[src/rtl/instruction_fetch.sv]
// rtl/instruction_fetch.sv - fetch sequencer between PC and instruction memory bus
module instruction_fetch #(
    parameter int DATA_WIDTH = 16,
    parameter int TIMEOUT    = 8,
    parameter int CNT_WIDTH  = 4
) (
    input  logic                  clock,
    input  logic                  notReset,
    input  logic                  start,
    input  logic [DATA_WIDTH-1:0] pc_addr,
    output logic                  pc_inc,
    output logic [DATA_WIDTH-1:0] mem_addr,
    output logic                  mem_read,
    input  logic                  mem_ack,
    input  logic [DATA_WIDTH-1:0] mem_data,
    output logic [DATA_WIDTH-1:0] ir,
    output logic                  ir_valid,
    output logic                  busy,
    output logic                  fault
);

    typedef enum logic [1:0] {
        IDLE  = 2'd0,
        REQ   = 2'd1,
        DONE  = 2'd2,
        FAULT = 2'd3
    } state_t;

    localparam logic [CNT_WIDTH-1:0] LAST_WAIT = CNT_WIDTH'(TIMEOUT - 1);

    state_t               state;
    state_t               state_next;
    logic [CNT_WIDTH-1:0] wait_cnt;

    always_ff @(posedge clock or negedge notReset) begin
        if (!notReset) begin
            state <= IDLE;
        end else begin
            state <= state_next;
        end
    end

    always_comb begin
        state_next = state;
        case (state)
            IDLE: begin
                if (start) begin
                    state_next = pc_addr[0] ? FAULT : REQ;
                end
            end
            REQ: begin
                // an ack on the last permitted cycle beats the timeout
                if (mem_ack) begin
                    state_next = DONE;
                end else if (wait_cnt == LAST_WAIT) begin
                    state_next = FAULT;
                end
            end
            DONE: begin
                state_next = IDLE;
            end
            FAULT: begin
                if (start) begin
                    state_next = IDLE;
                end
            end
            default: begin
                state_next = IDLE;
            end
        endcase
    end

    always_ff @(posedge clock or negedge notReset) begin
        if (!notReset) begin
            mem_addr <= '0;
            ir       <= '0;
            wait_cnt <= '0;
        end else begin
            if (state == IDLE && start) begin
                mem_addr <= pc_addr;
                wait_cnt <= '0;
            end
            if (state == REQ) begin
                if (mem_ack) begin
                    ir <= mem_data;
                end else if (wait_cnt != LAST_WAIT) begin
                    wait_cnt <= wait_cnt + 1'b1;
                end
            end
        end
    end

    assign mem_read = (state == REQ);
    assign busy     = (state == REQ) || (state == DONE);
    assign pc_inc   = (state == DONE);
    assign ir_valid = (state == DONE);
    assign fault    = (state == FAULT);

endmodule

[config.mk]
export PLATFORM = sky130hd
export DESIGN_NAME = instruction_fetch
export DESIGN_NICKNAME = d
export VERILOG_FILES = /design/src/rtl/instruction_fetch.sv
export SDC_FILE = /design/constraint.sdc
export NUM_CORES = 1
export LEC_CHECK = 0
export BUFFER_PORTS_ARGS = -buffer_cell sky130_fd_sc_hd__buf_2
export CAP_MARGIN = 20
export CORE_MARGIN = 5
export CORE_UTILIZATION = 42
export DETAILED_ROUTE_END_ITERATION = 8
export GPL_TIMING_DRIVEN = 0
export PLACE_DENSITY = 0.77
export SKIP_LAST_GASP = 1
export SLEW_MARGIN = 20
export SYNTH_ARGS = -nofsm -noshare
export SYNTH_HDL_FRONTEND = slang
export SYNTH_SLANG_ARGS = --single-unit
[constraint.sdc]
create_clock -name clock -period 2.2 [get_ports clock]
set_input_delay 0.11 -clock clock [delete_from_list [all_inputs] [get_ports clock]]
set_output_delay 0.11 -clock clock [all_outputs]
set_load 0.02 [all_outputs]
==> impl_metrics.json <==
{
  "yosysMostFrequentCell": "dfrtp_1",
  "tightestPinTransition_ps": 816.4,
  "synthesis.nets": 147,
  "dr.pass1.iters": 4,
  "fmax_mhz": 652.2,
  "ctsResizeCount": 0,
  "synth-main-ff-cell": "dfrtp_1",
  "diodes": 0,
  "wl_mm": 3.193,
  "required_ps": 2370,
  "clk_pin_slew_ps": 70,
  "die_h_um": 71.54,
  "grt_max_degree": 39,
  "fillers": 310,
  "antenna_found_initial": 0,
  "setup_slack_ps": 666.8,
  "die-area_um2": 5117,
  "grt_pass1_vias": 1202,
  "hold_violations": 0,
  "setup_tns_ps": 0,
  "cp.depth": 5,
  "avgSynthCellArea_um2": 15.15,
  "cts_buffers": 5,
  "clock_sink_count": 38,
  "r2r-start": "state[1]",
  "synth_common_cells": "dfrtp_1, mux2_2, ha_1",
  "ant_nets": 0,
  "critical_path.startpoint": "state[1]",
  "drc_errors": 0,
  "final_util_pct": 57.28,
  "start_util_pct": 43.44,
  "cp_slowest_cell": "dfrtp_1",
  "ys_seq_area_share_pct": 59.80,
  "worstPathArrival_ps": 1700,
  "dp_hpwl_mm": 2.501,
  "critical_path_class": "reg -> reg",
  "path_delay_family": "flip-flops",
  "r2r_cells": 5,
  "synthesis.area_um2": 1590,
  "cp_num_buf_inv": 2,
  "final_cells": 233,
  "regToRegEndpoint": "ir[2]",
  "netlist_top_cells_area": "dfrtp_1, mux2_2, ha_1",
  "grt_remaining_overflow": 0,
  "synth_cell_types": 21,
  "grt_pass1_wl_mm": 5.361,
  "core_area_um2": 3661,
  "initialDrtViolationCount": 31,
  "leakagePower_nw": 1.074,
  "setup_viol": 0,
  "via_per_inst": 4.785,
  "path_cells": "inv_1, ha_1, nand2_2, buf_6, mux2_2",
  "gp_congestion": 0.7696,
  "htree_levels": 2,
  "portBuffers": 72,
  "clk_latency_ps": 280,
  "ys_async_sr_fraction_pct": 100.0,
  "drive_above_1_share_pct": 63.24,
  "yosysTopAreaCell": "dfrtp_1",
  "synth_seq_cells": 38,
  "power_density_nw_per_um2": 1555,
  "final_max_slew_viol_count": 0,
  "synth_top_area_share_pct": 59.80,
  "place_ws_ps": 657.8,
  "fin_skew_ps": 5.731,
  "max_stage_delay_ps": 380,
  "dp.cells": 225,
  "cts_tree": "built",
  "maxSlewHeadroom_pct": 45.57,
  "synth_edf_count": 0,
  "wire_per_inst_um": 13.70,
  "endpoint": "ir[2]",
  "post-route-period-util_pct": 69.69,
  "fin_nets": 227,
  "irDropWorstVdd_mv": 0.7742,
  "cp-end-kind": "register",
  "cp_max_fo": 10,
  "die_x_um": 71.54,
  "start_kind": "register",
  "hold_path_class": "in -> reg",
  "io_pins": 73,
  "status": "complete, no violations",
  "cts_root_buf": "clkbuf_8",
  "syn_to_final_growth_pct": 31.86,
  "placementRows": 22,
  "via_count": 1115,
  "rsz0062_at_grt": "false",
  "post_cts_buffers": 0,
  "grt.total_usage_pct": 13.46,
  "cts.path.max_buffers": 2,
  "synthCells": 105,
  "period_minus_slack_ps": 1533,
  "yosysWarnings": 0,
  "regToRegSetupSlack_ps": 670,
  "drv_cap": 0
}
==> how the worst min path moves through the flow <==
stage | slack [ps] | start | endpoint | cells past startpoint
floorplan | -190 | notReset | ir[0] | 0
global placement | 230 | notReset | mem_addr[11] | 1
detailed placement | 250 | notReset | ir[8] | 1
CTS | 50 | pc_addr[14] | mem_addr[14] | 2
global route | 40 | mem_data[3] | ir[3] | 2
finish | 60 | mem_data[4] | ir[4] | 2
==> kinds of logic (layout without fill, tap and decap cells) <==
kind of cell    after synthesis  count (layout)  synth area share (%)
compound gates                5               5                 2.990
xor+xnor                      1               1                0.5508
fa+ha+maj                     6               6                 4.721
buf+inv                       7              87                 2.754
flops                        38              38                 59.80
mux                          37              37                 25.81
simple gates                 11              11                 3.384
==> worst reg2reg max path, stage by stage (launching register included) <==
cell and delay (ps):
dfrtp_1 380, inv_1 100, ha_1 240, nand2_2 180, buf_6 180, mux2_2 340
==> layout by cell type (no fill, tap or decap), types with 2 or more instances in the layout <==
master,instances
inv_1,2
buf_2,74
mux2_2,32
dfrtp_1,38
nand2_1,5
ha_1,6
clkbuf_8,5
buf_4,2
mux2i_1,5
clkbuf_1,2
==> routing by layer <==
layer / share of wire [%] / global-route usage, % / vias up
li1: - / - / 520
met1: 40 / 15.05 / 540
met2: 49 / 22.45 / 50
met3: 9.5 / 4.628 / 5
met4: 1.4 / 7.307 / 0
met5: 0 / 0 / -
==> timing repair <==
action / CTS / global route
endpoints found under the setup margin: 0 / 0
hold endpoints to repair: 38 / 0
hold buffers: 1 / 0
==> flip-flops by register name, indices dropped and copies added, names as in the netlist <==
| name | flops |
|---|---|
| state | 2 |
| ir | 16 |
| wait_cnt | 4 |
| mem_addr | 16 |
==> where the power goes <==
part	switching, mW	internal, mW	total (mW)
Sequential	0.186	1.05	1.24
Combinational	0.886	0.705	1.59
Clock	0.216	0.218	0.434
Total	1.29	1.97	3.26
==> metrics by stage <==
step	cell area (µm²)	hold slack [ps]	power, mW
floorplan	1590	-185.6	2.334
global placement	2011	227.1	2.792
detailed placement	2011	250.7	2.864
CTS	2097	47.69	3.314
global route	2097	42.59	3.490
finish	2097	57.51	3.261
==> final cells by class <==
cell class | instances | area (µm²) | share of cell area, %
repair buffers | 73 | 370.4 | 17.66
plain buffers | 5 | 36.28 | 1.730
inverters | 2 | 7.507 | 0.3580
multi-input cells | 60 | 595.6 | 28.40
clock buffers | 7 | 76.32 | 3.640
well taps | 48 | 60.06 | 2.864
flip-flops and latches | 38 | 950.9 | 45.35
(Power assumes the default switching activity.)
